**src/rtl/adder64_arbiter_if.sv**
```systemverilog
`default_nettype none
// ============================================================================
// Module   : adder64_arbiter_if
// Purpose  : Bundles the requester, adder and response signals of the
//            shared-adder arbiter.
// Ports    : master - arbiter side (drives req_ready, add_*, rsp_*, busy)
//            slave  - environment side (requesters, adder, result consumer)
// Revision : 1.0 - initial release
// ============================================================================
interface adder64_arbiter_if #(
  parameter int NREQ  = 4,
  parameter int WIDTH = 64
);
  localparam int IW = $clog2(NREQ);

  // Requester side
  logic [NREQ-1:0]       req_valid;
  logic [NREQ-1:0]       req_ready;
  logic [NREQ*WIDTH-1:0] req_a;
  logic [NREQ*WIDTH-1:0] req_b;
  logic [NREQ-1:0]       req_ci;
  logic [NREQ-1:0]       req_chain;

  // Shared combinational adder
  logic [WIDTH-1:0]      add_a;
  logic [WIDTH-1:0]      add_b;
  logic                  add_ci;
  logic [WIDTH-1:0]      add_s;
  logic                  add_cout;

  // Result side
  logic                  rsp_valid;
  logic                  rsp_ready;
  logic [WIDTH-1:0]      rsp_sum;
  logic                  rsp_cout;
  logic [IW-1:0]         rsp_id;
  logic                  busy;

  modport master (
    input  req_valid, req_a, req_b, req_ci, req_chain, add_s, add_cout, rsp_ready,
    output req_ready, add_a, add_b, add_ci, rsp_valid, rsp_sum, rsp_cout, rsp_id, busy
  );

  modport slave (
    output req_valid, req_a, req_b, req_ci, req_chain, add_s, add_cout, rsp_ready,
    input  req_ready, add_a, add_b, add_ci, rsp_valid, rsp_sum, rsp_cout, rsp_id, busy
  );
endinterface
`default_nettype wire

```
**src/rtl/adder64_arbiter.sv**
```systemverilog
`default_nettype none
// ============================================================================
// Module   : adder64_arbiter
// Purpose  : Shares one combinational ripple-carry adder among NREQ
//            requesters. Round-robin grant, registered adder operands held
//            for SETTLE edges before the sum is captured, and locked
//            carry-chaining for multi-word additions.
// Ports    : clk   - clock, rising edge
//            rst_n - asynchronous active-low reset
//            bus   - adder64_arbiter_if.master (requests, adder, response)
// Revision : 1.0 - initial release
// ============================================================================
module adder64_arbiter #(
  parameter int NREQ   = 4,
  parameter int WIDTH  = 64,
  parameter int SETTLE = 2
) (
  input  logic                clk,
  input  logic                rst_n,
  adder64_arbiter_if.master   bus
);
  localparam int IW = $clog2(NREQ);
  localparam int CW = $clog2(SETTLE + 1);

  typedef enum logic [1:0] {
    ST_IDLE   = 2'd0,
    ST_SETTLE = 2'd1,
    ST_RESP   = 2'd2
  } state_t;

  state_t           state_q,        state_d;
  logic [WIDTH-1:0] add_a_q,        add_a_d;
  logic [WIDTH-1:0] add_b_q,        add_b_d;
  logic             add_ci_q,       add_ci_d;
  logic [WIDTH-1:0] rsp_sum_q,      rsp_sum_d;
  logic             rsp_cout_q,     rsp_cout_d;
  logic             rsp_valid_q,    rsp_valid_d;
  logic [IW-1:0]    rsp_id_q,       rsp_id_d;
  logic [IW-1:0]    rr_ptr_q,       rr_ptr_d;
  logic [IW-1:0]    lock_id_q,      lock_id_d;
  logic             chain_active_q, chain_active_d;
  logic             saved_cout_q,   saved_cout_d;
  logic [CW-1:0]    cnt_q,          cnt_d;

  logic             grant_vld;
  logic [IW-1:0]    grant_idx;
  logic [IW:0]      scan;
  logic [NREQ-1:0]  req_ready;
  logic             accept;
  logic [WIDTH-1:0] sel_a;
  logic [WIDTH-1:0] sel_b;
  logic             sel_ci;
  logic             sel_chain;

  // Arbitration: while a chain is locked only its owner may win; otherwise
  // scan from rr_ptr with wrap-around and take the first valid requester.
  always_comb begin
    grant_vld = 1'b0;
    grant_idx = '0;
    scan      = '0;
    if (chain_active_q) begin
      grant_vld = bus.req_valid[lock_id_q];
      grant_idx = lock_id_q;
    end else begin
      for (int k = 0; k < NREQ; k++) begin
        scan = {1'b0, rr_ptr_q} + (IW+1)'(k);
        if (scan >= (IW+1)'(NREQ)) begin
          scan = scan - (IW+1)'(NREQ);
        end
        if (!grant_vld && bus.req_valid[scan[IW-1:0]]) begin
          grant_vld = 1'b1;
          grant_idx = scan[IW-1:0];
        end
      end
    end
  end

  // Operand mux for the granted requester
  always_comb begin
    sel_a     = '0;
    sel_b     = '0;
    sel_ci    = 1'b0;
    sel_chain = 1'b0;
    for (int k = 0; k < NREQ; k++) begin
      if (grant_idx == IW'(k)) begin
        sel_a     = bus.req_a[k*WIDTH +: WIDTH];
        sel_b     = bus.req_b[k*WIDTH +: WIDTH];
        sel_ci    = bus.req_ci[k];
        sel_chain = bus.req_chain[k];
      end
    end
  end

  assign accept = (state_q == ST_IDLE) && grant_vld;

  always_comb begin
    req_ready = '0;
    if (accept) begin
      req_ready[grant_idx] = 1'b1;
    end
  end

  // Next-state and datapath update
  always_comb begin
    state_d        = state_q;
    add_a_d        = add_a_q;
    add_b_d        = add_b_q;
    add_ci_d       = add_ci_q;
    rsp_sum_d      = rsp_sum_q;
    rsp_cout_d     = rsp_cout_q;
    rsp_valid_d    = rsp_valid_q;
    rsp_id_d       = rsp_id_q;
    rr_ptr_d       = rr_ptr_q;
    lock_id_d      = lock_id_q;
    chain_active_d = chain_active_q;
    saved_cout_d   = saved_cout_q;
    cnt_d          = cnt_q;

    case (state_q)
      ST_IDLE: begin
        if (accept) begin
          add_a_d  = sel_a;
          add_b_d  = sel_b;
          // Inside a chain the carry comes from the previous word's result
          add_ci_d = chain_active_q ? saved_cout_q : sel_ci;
          rsp_id_d = grant_idx;
          cnt_d    = CW'(SETTLE);
          state_d  = ST_SETTLE;
          if (sel_chain) begin
            chain_active_d = 1'b1;
            lock_id_d      = grant_idx;
          end else begin
            chain_active_d = 1'b0;
            rr_ptr_d       = (grant_idx == IW'(NREQ-1)) ? '0 : grant_idx + IW'(1);
          end
        end
      end
      ST_SETTLE: begin
        cnt_d = cnt_q - CW'(1);
        if (cnt_q == CW'(1)) begin
          rsp_sum_d    = bus.add_s;
          rsp_cout_d   = bus.add_cout;
          saved_cout_d = bus.add_cout;
          rsp_valid_d  = 1'b1;
          state_d      = ST_RESP;
        end
      end
      ST_RESP: begin
        if (bus.rsp_ready) begin
          rsp_valid_d = 1'b0;
          state_d     = ST_IDLE;
        end
      end
      default: begin
        state_d = ST_IDLE;
      end
    endcase
  end

  always_ff @(posedge clk or negedge rst_n) begin
    if (!rst_n) begin
      state_q        <= ST_IDLE;
      add_a_q        <= '0;
      add_b_q        <= '0;
      add_ci_q       <= 1'b0;
      rsp_sum_q      <= '0;
      rsp_cout_q     <= 1'b0;
      rsp_valid_q    <= 1'b0;
      rsp_id_q       <= '0;
      rr_ptr_q       <= '0;
      lock_id_q      <= '0;
      chain_active_q <= 1'b0;
      saved_cout_q   <= 1'b0;
      cnt_q          <= '0;
    end else begin
      state_q        <= state_d;
      add_a_q        <= add_a_d;
      add_b_q        <= add_b_d;
      add_ci_q       <= add_ci_d;
      rsp_sum_q      <= rsp_sum_d;
      rsp_cout_q     <= rsp_cout_d;
      rsp_valid_q    <= rsp_valid_d;
      rsp_id_q       <= rsp_id_d;
      rr_ptr_q       <= rr_ptr_d;
      lock_id_q      <= lock_id_d;
      chain_active_q <= chain_active_d;
      saved_cout_q   <= saved_cout_d;
      cnt_q          <= cnt_d;
    end
  end

  assign bus.req_ready = req_ready;
  assign bus.add_a     = add_a_q;
  assign bus.add_b     = add_b_q;
  assign bus.add_ci    = add_ci_q;
  assign bus.rsp_valid = rsp_valid_q;
  assign bus.rsp_sum   = rsp_sum_q;
  assign bus.rsp_cout  = rsp_cout_q;
  assign bus.rsp_id    = rsp_id_q;
  assign bus.busy      = (state_q != ST_IDLE) || chain_active_q;

endmodule
`default_nettype wire

```
**src/flat_wrapper.sv**
```systemverilog
// flat-port wrapper written by rule: the top's interface ports become plain ports
module adder64_arbiter_flat 
#(
  parameter int NREQ   = 4,
  parameter int WIDTH  = 64,
  parameter int SETTLE = 2
)
  (clk, rst_n, bus_req_valid, bus_req_a, bus_req_b, bus_req_ci, bus_req_chain, bus_add_s, bus_add_cout, bus_rsp_ready, bus_req_ready, bus_add_a, bus_add_b, bus_add_ci, bus_rsp_valid, bus_rsp_sum, bus_rsp_cout, bus_rsp_id, bus_busy);
  adder64_arbiter_if #(.NREQ(NREQ), .WIDTH(WIDTH)) bus_i ();
  input  logic clk;
  input  logic rst_n;
  input wire logic [$bits(bus_i.req_valid)-1:0] bus_req_valid;
  input wire logic [$bits(bus_i.req_a)-1:0] bus_req_a;
  input wire logic [$bits(bus_i.req_b)-1:0] bus_req_b;
  input wire logic [$bits(bus_i.req_ci)-1:0] bus_req_ci;
  input wire logic [$bits(bus_i.req_chain)-1:0] bus_req_chain;
  input wire logic [$bits(bus_i.add_s)-1:0] bus_add_s;
  input wire logic [$bits(bus_i.add_cout)-1:0] bus_add_cout;
  input wire logic [$bits(bus_i.rsp_ready)-1:0] bus_rsp_ready;
  output wire logic [$bits(bus_i.req_ready)-1:0] bus_req_ready;
  output wire logic [$bits(bus_i.add_a)-1:0] bus_add_a;
  output wire logic [$bits(bus_i.add_b)-1:0] bus_add_b;
  output wire logic [$bits(bus_i.add_ci)-1:0] bus_add_ci;
  output wire logic [$bits(bus_i.rsp_valid)-1:0] bus_rsp_valid;
  output wire logic [$bits(bus_i.rsp_sum)-1:0] bus_rsp_sum;
  output wire logic [$bits(bus_i.rsp_cout)-1:0] bus_rsp_cout;
  output wire logic [$bits(bus_i.rsp_id)-1:0] bus_rsp_id;
  output wire logic [$bits(bus_i.busy)-1:0] bus_busy;
  assign bus_i.req_valid = bus_req_valid;
  assign bus_i.req_a = bus_req_a;
  assign bus_i.req_b = bus_req_b;
  assign bus_i.req_ci = bus_req_ci;
  assign bus_i.req_chain = bus_req_chain;
  assign bus_i.add_s = bus_add_s;
  assign bus_i.add_cout = bus_add_cout;
  assign bus_i.rsp_ready = bus_rsp_ready;
  assign bus_req_ready = bus_i.req_ready;
  assign bus_add_a = bus_i.add_a;
  assign bus_add_b = bus_i.add_b;
  assign bus_add_ci = bus_i.add_ci;
  assign bus_rsp_valid = bus_i.rsp_valid;
  assign bus_rsp_sum = bus_i.rsp_sum;
  assign bus_rsp_cout = bus_i.rsp_cout;
  assign bus_rsp_id = bus_i.rsp_id;
  assign bus_busy = bus_i.busy;
  adder64_arbiter #(.NREQ(NREQ), .WIDTH(WIDTH), .SETTLE(SETTLE)) u_core (.clk(clk), .rst_n(rst_n), .bus(bus_i));
endmodule
```
**config.mk**
```make
export PLATFORM = sky130hd
export DESIGN_NAME = adder64_arbiter_flat
export DESIGN_NICKNAME = d
export VERILOG_FILES = /design/src/rtl/adder64_arbiter_if.sv /design/src/rtl/adder64_arbiter.sv /design/src/flat_wrapper.sv
export SDC_FILE = /design/constraint.sdc
export NUM_CORES = 1
export LEC_CHECK = 0
export ABC_AREA = 0
export BUFFER_PORTS_ARGS = -buffer_cell sky130_fd_sc_hd__buf_4
export CAP_MARGIN = 5
export CORE_AREA = 5 5 309 311
export DETAILED_ROUTE_END_ITERATION = 10
export DIE_AREA = 0 0 314 316
export PLACE_DENSITY = 0.42
export SLEW_MARGIN = 20
export SYNTH_ARGS = -nofsm -noshare
export SYNTH_HDL_FRONTEND = slang
export SYNTH_SLANG_ARGS = --single-unit
```
**constraint.sdc**
```tcl
create_clock -name clk -period 4.2 [get_ports clk]
set_input_delay 0.42 -clock clk [delete_from_list [all_inputs] [get_ports clk]]
set_output_delay 0.42 -clock clk [all_outputs]
set_load 0.005 [all_outputs]
```
==> impl_metrics.tcl, run 1 <==
set metrics [dict create \
    status "complete, no violations" \
    cts.clk_slew.worst_paths_ns 0.06 \
    cts.sinks 206 \
    crit_path_max_fanout 15 \
    dieArea_um2 99200 \
    worst_path_largest_cell_delay_ns 0.87 \
    synth_cells 1339 \
    hold_buffers 2 \
    gp_congestion 0.939 \
    critical_path_class "reg -> reg" \
    rsz0062_at_grt "false" \
    clock_latency_ns 0.59 \
    antenna_left 0 \
    maxSlewHeadroom_pct 22.9 \
    setup_tns_ns 0 \
    max-cap-violations 0 \
    cts_tree "yes" \
    p_per_area_nw_per_um2 766 \
    synth_seq_area_share_pct 41.6 \
    crit_chain "nand3b_1 > o21ai_0 > a32oi_1 > o41ai_1 > inv_1 > ha_4 > nor2b_2 > buf_4 > a221oi_1 > a211o_1 > a2bb2oi_1 > mux2_2" \
    post-synth-top-count-cell "nand2_1" \
    ios 794 \
    ff2ff_path_depth 12 \
    holdWs_ns 0.0709 \
    avgSynthCellArea_um2 9.25 \
    synth_fp_nets 1936 \
    synth_area_um2 12400 \
    routed_wl_mm 70.1 \
    netlist.area_leader.share_pct 41.6 \
    tightestPinTransition_ns 1.15 \
    cts_buffers 29 \
    synth_flop_cell "dfrtp_1" \
    yosys.area.top_type "dfrtp_1" \
    setup_viol 0 \
    maxSlewViolCount 0 \
    area_growth_pct 68.3 \
    die_y_um 316 \
    first_global_vias 14285 \
    synth-seq-cells 206 \
    grt_overflow_total 0 \
    cts_max_level 1 \
    clock_path_buffers 3 \
    timing.final.crit_share_pct 88.6 \
    post_cts_resized 0 \
    synth_edf_count 0 \
    end_kind "register" \
    portBuffers 793 \
    peakVddDrop_mv 0.583 \
    vias 13451 \
    p_leak_uw 0.00933 \
    ys_warn_count 0 \
    root_buffer "clkbuf_16" \
    firstDrtPassIters 5 \
    hp-class "in -> reg" \
    ys_types 40 \
    first_iter_violations 794 \
    start_kind "register" \
    synth_common_cells "nand2_1, a21oi_1, dfrtp_1" \
    grt_use_total_pct 13.2 \
    fmax_mhz 269 \
    drc 0 \
    initial_core_util_pct 13.4 \
    post-cts-setup-buffers 0 \
    crit_required_ns 4.72 \
    finalNetCount 2685 \
    post-route-util_pct 22.5 \
    synth_area_leaders "dfrtp_1, mux2_2, a21oi_1, nand2_1, nand3b_1" \
    crit_arrival_ns 4.24 \
    grt_pass1_wl_mm 98.7 \
    die_w_um 314 \
    core.rowCount 112 \
    p_total_uw 16000 \
    coreArea_um2 92500 \
    via_per_inst 4.06 \
    drive_above_1_share_pct 52.1 \
    grt_antenna_before_repair 8 \
    finalCriticalPeriod_ns 3.72 \
    grt_max_degree 130 \
    whs_path_depth 2 \
    skew_ns 0.0170 \
    crit_path_top_delay_cell "nor2b_2" \
    detailed_place_hpwl_mm 56.0 \
    hold_viol 0 \
    post_drt_wl_per_cell_um 21.2 \
    synthArstFlopShare_pct 100 \
]
[through the flow]
stage                     instance area, um^2  setup WS, ns  std cells
after floorplan                         12400          1.15       1339
after global placement                  19900         0.245       3252
after detailed placement                19900         0.350       3252
after global routing                    20800         0.217       3312
final                                   20800         0.478       3312
after CTS                               20800         0.422       3306
[routing by layer]
metal | global-route usage (%) | wire length, um
met5 | 0 | 0
met4 | 3.73 | 1750
met3 | 3.49 | 5320
met2 | 23.3 | 35200
met1 | 15.9 | 27900
[cell families (layout without fill, tap and decap cells)]
group | count (synthesis) | count (layout) | synth area share [%]
AND/OR/NAND/NOR | 405 | 405 | 16.6
AO/OA/AOI/OAI | 387 | 387 | 17.1
flip-flops | 206 | 206 | 41.6
multiplexers | 202 | 202 | 19.6
buffers and inverters | 134 | 904 | 4.54
adder cells (fa/ha/maj) | 5 | 5 | 0.505
other | 0 | 6 | 0
[cell type report]
class / count / area [um^2]
multi-input combinational: 999 / 6730
inverter: 10 / 37.5
clock buffer: 41 / 841
clock inverter: 11 / 88.8
sequential: 206 / 5150
fill: 10242 / 71700
timing repair buffer: 842 / 6470
antenna: 6 / 15.0
tap: 1197 / 1500
[layout by cell type, fill, tap and decap left out, types with 23 or more instances in the layout]
master / instances
mux2_4: 35
nand2_1: 244
buf_4: 828
a21oi_1: 218
o21ai_0: 113
o31ai_1: 23
nand3b_1: 108
a221oi_1: 23
mux2_2: 163
dfrtp_1: 206
clkbuf_16: 29
nor2b_1: 24
[where the power goes]
group          internal [uW]  switching, uW
logic                   4840           5050
registers               2980            620
clock network           1440           1020
[worst max-delay path: cells and delay by family (launching register included)]
kind / cells / cell delay, ns
AOI/OAI and AO/OA: 6 / 1.14
and+or+nand+nor: 2 / 1.08
buffers and inverters: 2 / 0.58
DFF: 1 / 0.47
adders and majority gates: 1 / 0.23
muxes: 1 / 0.16
[path summary, 6_finish.rpt]
check	endpoint	startpoint	slack (ns)
max	u_core.bus.add_ci	u_core.rr_ptr_q[1]	0.48
min reg2reg	u_core.bus.rsp_sum[49]	u_core.bus.rsp_sum[49]	0.50
max reg2reg	u_core.bus.add_ci	u_core.rr_ptr_q[1]	0.48
min in group asynchronous	u_core.bus.add_b[22]	rst_n	0.47
min	u_core.bus.rsp_sum[63]	bus_add_s[63]	0.07
max in group asynchronous	u_core.bus.add_b[52]	rst_n	2.59
[state kept, by name (all words and copies together), names as in the netlist, 2 cells and up]
signal / cells
u_core.rr_ptr_q: 2
u_core.lock_id_q: 2
u_core.bus.add_b: 64
u_core.cnt_q: 2
u_core.bus.rsp_id: 2
u_core.bus.add_a: 64
u_core.state_q: 2
u_core.bus.rsp_sum: 64
(Power assumes the default switching activity.)
==> inputs of run 2 (changes only) <==
==> constraint.sdc (replaced) <==
create_clock -name clk -period 4.2 [get_ports clk]
set_input_delay 0.21 -clock clk [delete_from_list [all_inputs] [get_ports clk]]
set_output_delay 0.21 -clock clk [all_outputs]
set_load 0.005 [all_outputs]
==> run 2 against run 1 <==
Non-clock buffer count rose by 200. Global-route usage rose by 0.27 points. Clock power rose by 12%. Critical path depth rose by 1. Utilization rose by 2.3 points. Combinational power rose by 6%. Die area did not move. Clock skew rose by 0.0046 ns. Critical path type unchanged. Largest cell class is now buffers. Largest power group unchanged.
==> impl_metrics.tcl, run 2 (synthesis gave the netlist of run 1 again) <==
set metrics [dict create \
    status "complete, no violations" \
    internal_power_uw 9910 \
    power_switching_uw 6900 \
    maxSlewHeadroom_pct 27.6 \
    max-cap-violations 0 \
    gp_congestion 0.978 \
    crit_required_ns 4.68 \
    grt_pass1_wl_mm 102 \
    routed-wl-met3_mm 6.17 \
    hold_viol 0 \
    place_inst 3253 \
    post-place-ws_ns 0.213 \
    worst_path_largest_cell_delay_ns 0.56 \
    grt_max_degree 92 \
    p_per_area_nw_per_um2 733 \
    crit_chain "nand3b_1 > o21ai_0 > a32oi_1 > o41ai_1 > buf_4 > ha_4 > buf_12 > buf_4 > a21oi_1 > a21oi_1 > o21ai_0 > dlygate4sd3_1 > mux2_4" \
    skew_ns 0.0216 \
    first_iter_violations 695 \
    grt_antenna_before_repair 2 \
    whs_path_depth 4 \
    cts_tree "yes" \
    tightestPinTransition_ns 1.09 \
    dieArea_um2 99200 \
    firstDrtPassIters 7 \
    end_kind "register" \
    crit_path_top_delay_cell "dlygate4sd3_1" \
    wl_met1_mm 28.4 \
    ios 794 \
    first_global_vias 15098 \
    dr.max_layer_used "met4" \
    final_cell_mix "buf_4, nand2_1, a21oi_1, dfrtp_1, dlygate4sd3_1" \
    finalNetCount 2887 \
    pwr-share-comb_pct 62.3 \
    pwr-share-seq_pct 21.4 \
    layout.cells.non_filler 3513 \
    holdPathEnd "u_core.bus.add_b[39]" \
    initial_core_util_pct 13.4 \
    finalCriticalPeriod_ns 3.92 \
    r2r_slack_ns 0.28 \
    root_buffer "clkbuf_16" \
    area_growth_pct 85.4 \
    hp-class "in -> reg" \
    peakVddDrop_mv 0.399 \
    grt_use_total_pct 13.5 \
    timing.final.crit_share_pct 93.4 \
    cts.sinks 206 \
    routed-wl-met2_mm 36.4 \
    rsz0062_at_grt "false" \
    coreArea_um2 92500 \
    fmax_mhz 255 \
    vias 14282 \
    clock_latency_ns 0.61 \
    drc 0 \
    clkPwrFrac_pct 16.4 \
    detailed_place_hpwl_mm 55.9 \
    critPathTopFamily "buffers and inverters" \
    clock_path_buffers 3 \
    post_drt_wl_per_cell_um 20.6 \
    r2r_end "u_core.bus.add_b[5]" \
    cts.clk_slew.worst_paths_ns 0.06 \
    crit_arrival_ns 4.40 \
    n_fill_cell 10097 \
    setup_viol 0 \
    setup_tns_ns 0 \
    layout_commonest_cell "buf_4" \
    reg2reg_from "u_core.rr_ptr_q[1]" \
    die_w_um 314 \
    maxSlewViolCount 0 \
    p_leak_uw 0.0103 \
    ff2ff_path_depth 13 \
    critical_path_class "reg -> reg" \
    die_y_um 316 \
    switching_share_pct 41.0 \
    holdWs_ns 0.0268 \
    portBuffers 793 \
    cts_buffers 31 \
    core.rowCount 112 \
    hold_path_startpoint "bus_req_b[231]" \
    drive_above_1_share_pct 47.8 \
    crit_path_max_fanout 56 \
    routed_wl_mm 72.4 \
    layout_setup_ws_ns 0.277 \
    via_per_inst 4.07 \
    crit_buf_inv 4 \
    start_kind "register" \
    cts_max_level 1 \
    grt_overflow_total 0 \
    antenna_left 0 \
]
## run 2: what timing repair did
item | 4_1_cts | 5_1_grt
hold buffers | 200 | 0
setup endpoints to repair | 0 | 21
gates resized for setup | 0 | 0
endpoints found under the hold margin | 267 | 0
setup buffers | 0 | 1
## run 2: layout make-up
cell class	instances	area, um^2	area share (%)
repair buffers	1042	8470	36.9
multi-input cells	999	6730	29.3
flip-flops and latches	206	5150	22.5
well taps	1197	1500	6.52
clock buffers	44	905	3.94
clock inverters	13	158	0.687
inverters	10	37.5	0.164
diodes	2	5.00	0.0218
## run 2: per-stage QoR
stage                     power (uW)  util, %  area [um^2]
after floorplan                 9040        -        12400
after global placement         13700     21.5        19900
after detailed placement       13800     21.5        19900
after CTS                      17100     24.8        22900
after global routing           18100     24.8        23000
final                          16800     24.8        23000
## run 2: metal layers
metal	up-vias	GRT usage [%]
li1	6657	-
met1	6966	16.2
met2	594	23.9
met3	65	3.90
met4	0	3.01
met5	-	0
## run 2: power groups by stage
stage          combinational, uW  sequential [uW]  clock (uW)
2_1_floorplan               5510             3530           0
3_3_place_gp               10100             3570           0
3_5_place_dp               10200             3610           0
4_1_cts                    10600             3590        2890
5_1_grt                    11400             3700        2960
6_report                   10500             3590        2750
## run 2: tightest hold or removal path: cells and delay by family
family          cells  cell delay (ns)
compound gates      1             0.11
buf+inv             1             0.08
mux                 1             0.16
simple gates        1             0.04
## run 2: worst max path at each step
stage,from,slack [ns],cells after the start,endpoint
4_1_cts,u_core.rr_ptr_q[0],0.17,13,u_core.bus.add_b[25]
2_1_floorplan,u_core.rr_ptr_q[1],1.16,13,u_core.lock_id_q[0]
5_1_grt,u_core.rr_ptr_q[1],0.01,14,u_core.bus.add_b[29]
3_3_place_gp,u_core.rr_ptr_q[1],0.30,11,u_core.bus.add_b[54]
6_report,u_core.rr_ptr_q[1],0.28,13,u_core.bus.add_b[5]
3_5_place_dp,u_core.rr_ptr_q[1],0.21,11,u_core.bus.add_b[56]
==> inputs of run 3 (changes only) <==
--- a/config.mk
+++ b/config.mk
@@ -8,10 +8,12 @@
 export ABC_AREA = 0
 export BUFFER_PORTS_ARGS = -buffer_cell sky130_fd_sc_hd__buf_4
 export CAP_MARGIN = 5
-export CORE_AREA = 5 5 309 311
+export CELL_PAD_IN_SITES_DETAIL_PLACEMENT = 0
+export CELL_PAD_IN_SITES_GLOBAL_PLACEMENT = 1
+export CORE_AREA = 5 5 305 307
 export DETAILED_ROUTE_END_ITERATION = 10
-export DIE_AREA = 0 0 314 316
-export PLACE_DENSITY = 0.42
+export DIE_AREA = 0 0 310 312
+export PLACE_DENSITY = 0.52
 export SLEW_MARGIN = 20
 export SYNTH_ARGS = -nofsm -noshare
 export SYNTH_HDL_FRONTEND = slang
==> run 3 against run 2 <==
Register-to-register slack improved by 0.23 ns. Non-clock buffer count shrank 24. Final cell count decreased by 1.4%. Flip-flop and latch count did not move. Utilization grew 0.50 points. Global-route usage down 0.50 points. Via count is 2.9% lower. Fmax up 6.2%. Die area shrank 2.5%.
==> impl_metrics.tcl, run 3 (synthesis gave the netlist of run 1 again) <==
set metrics [dict create \
    layout_setup_ws_ns 0.508 \
    clkPwrFrac_pct 17.3 \
    cts_buffers 29 \
    ios 794 \
    post_drt_wl_per_cell_um 19.6 \
    pwr-share-seq_pct 22.5 \
    dpl_cell_area_um2 19800 \
    critPathTopFamily "buffers and inverters" \
    post-place-ws_ns 0.944 \
    cts.clk_slew.worst_paths_ns 0.07 \
    grt_max_degree 139 \
    first_global_vias 15100 \
    switching_share_pct 39.9 \
    whs_path_depth 4 \
    timing.final.crit_share_pct 87.9 \
    internal_power_uw 9670 \
    r2r_end "u_core.bus.add_a[32]" \
    grt_pass1_wl_mm 96.8 \
    clock_latency_ns 0.58 \
    cts_tree "yes" \
    cts_max_level 1 \
    reg2reg_from "u_core.rr_ptr_q[1]" \
    worstSetupEndpoint "u_core.bus.add_a[32]" \
    rsz0062_at_grt "false" \
    antenna_left 0 \
    grt_antenna_before_repair 6 \
    hold_viol 0 \
    crit_path_max_fanout 30 \
    die_w_um 310 \
    status "complete, no violations" \
    finalNetCount 2861 \
    coreArea_um2 89700 \
    power_switching_uw 6420 \
    area_growth_pct 83.5 \
    fmax_mhz 271 \
    drc 0 \
    max-cap-violations 0 \
    hold_path_startpoint "bus_req_b[233]" \
    tightestPinTransition_ns 0.970 \
    peakVddDrop_mv 0.350 \
    skew_ns 0.0196 \
    cts.sinks 206 \
    detailed_place_hpwl_mm 53.3 \
    startpoint "u_core.rr_ptr_q[1]" \
    via_per_inst 4.00 \
    maxSlewHeadroom_pct 35.3 \
    crit_buf_inv 5 \
    dieArea_um2 96700 \
    crit_path_top_delay_cell "dlygate4sd3_1" \
    layout_commonest_cell "buf_4" \
    root_buffer "clkbuf_16" \
    post-route-util_pct 25.3 \
    pwr-share-comb_pct 60.2 \
    start_kind "register" \
    vias 13872 \
    die_y_um 312 \
    post-route-cell-area_um2 22700 \
    post-cts-setup-buffers 0 \
    grt_use_total_pct 13.0 \
    r2r_slack_ns 0.51 \
    critical_path_class "reg -> reg" \
    p_total_uw 16100 \
    portBuffers 793 \
    ff2ff_path_depth 14 \
    drive_above_1_share_pct 47.6 \
    grt_overflow_total 0 \
    crit_chain "nand3b_1 > nor4_1 > o41ai_1 > buf_4 > inv_1 > ha_4 > buf_12 > buf_12 > nand3b_1 > a21oi_1 > a21oi_1 > o21ai_0 > dlygate4sd3_1 > mux2_2" \
    end_kind "register" \
    first_iter_violations 645 \
    crit_required_ns 4.67 \
    initial_core_util_pct 13.8 \
    crit_arrival_ns 4.16 \
    maxSlewViolCount 0 \
    firstDrtPassIters 5 \
    p_leak_uw 0.0101 \
    core.rowCount 110 \
    setup_viol 0 \
    routed_wl_mm 68.0 \
    clock_path_buffers 3 \
    p_per_area_nw_per_um2 708 \
    finalCriticalPeriod_ns 3.69 \
    worst_path_largest_cell_delay_ns 0.58 \
    gp_congestion 0.836 \
    hp-class "in -> reg" \
    final_cell_mix "buf_4, nand2_1, a21oi_1, dfrtp_1, dlygate4sd3_1" \
    cp.depth 14 \
    setup_tns_ns 0 \
]
-- run 3: worst min path at each step --
stage	to	slack, ns
2_1_floorplan	u_core.bus.add_a[0]	-0.09
3_3_place_gp	u_core.bus.rsp_sum[43]	0.28
3_5_place_dp	u_core.bus.rsp_sum[34]	0.28
4_1_cts	u_core.bus.add_a[26]	0.0007
5_1_grt	u_core.bus.add_a[50]	0.03
6_report	u_core.bus.add_b[41]	0.04
-- run 3: final cells by class --
cell class | instances | area (um^2)
tap | 1176 | 1470
clock buffer | 37 | 796
clock inverter | 16 | 262
inverter | 10 | 37.5
sequential | 206 | 5150
antenna | 3 | 7.51
fill | 9767 | 67000
timing repair buffer | 1018 | 8260
multi-input combinational | 999 | 6730
-- run 3: per-stage QoR --
step	instances	hold WS (ns)
3_5_place_dp	3219	0.278
6_report	3465	0.0383
2_1_floorplan	1339	-0.0856
3_3_place_gp	3219	0.277
4_1_cts	3462	0.000706
5_1_grt	3462	0.0271
-- run 3: timing repair --
item	in CTS	in global routing
endpoints found under the hold margin	266	0
resized for setup	0	0
hold buffers	190	0
-- run 3: routing by layer --
| metal | track usage, % | part of all wire (%) | vias to the layer above | wire [um] |
|---|---|---|---|---|
| li1 | - | - | 6602 | - |
| met1 | 14.8 | 39 | 6585 | 26300 |
| met2 | 23.3 | 49 | 591 | 33600 |
| met3 | 4.13 | 9.2 | 86 | 6270 |
| met4 | 3.39 | 2.7 | 8 | 1820 |
| met5 | 0 | 0.081 | - | 55 |
-- run 3: tightest hold or removal path, delay by kind of cell --
kind                   cells  cell delay [ns]
buffers and inverters      1             0.08
muxes                      1             0.15
AOI/OAI and AO/OA          1             0.09
and+or+nand+nor            1             0.04
-- run 3: power groups by stage --
stage                     Clock (uW)  Combinational (uW)  Sequential (uW)
after floorplan                    0                5510             3530
after CTS                       2900                9870             3640
after detailed placement           0                9680             3660
after global placement             0                9580             3620
after global routing            2970               10600             3750
final                           2790                9680             3620
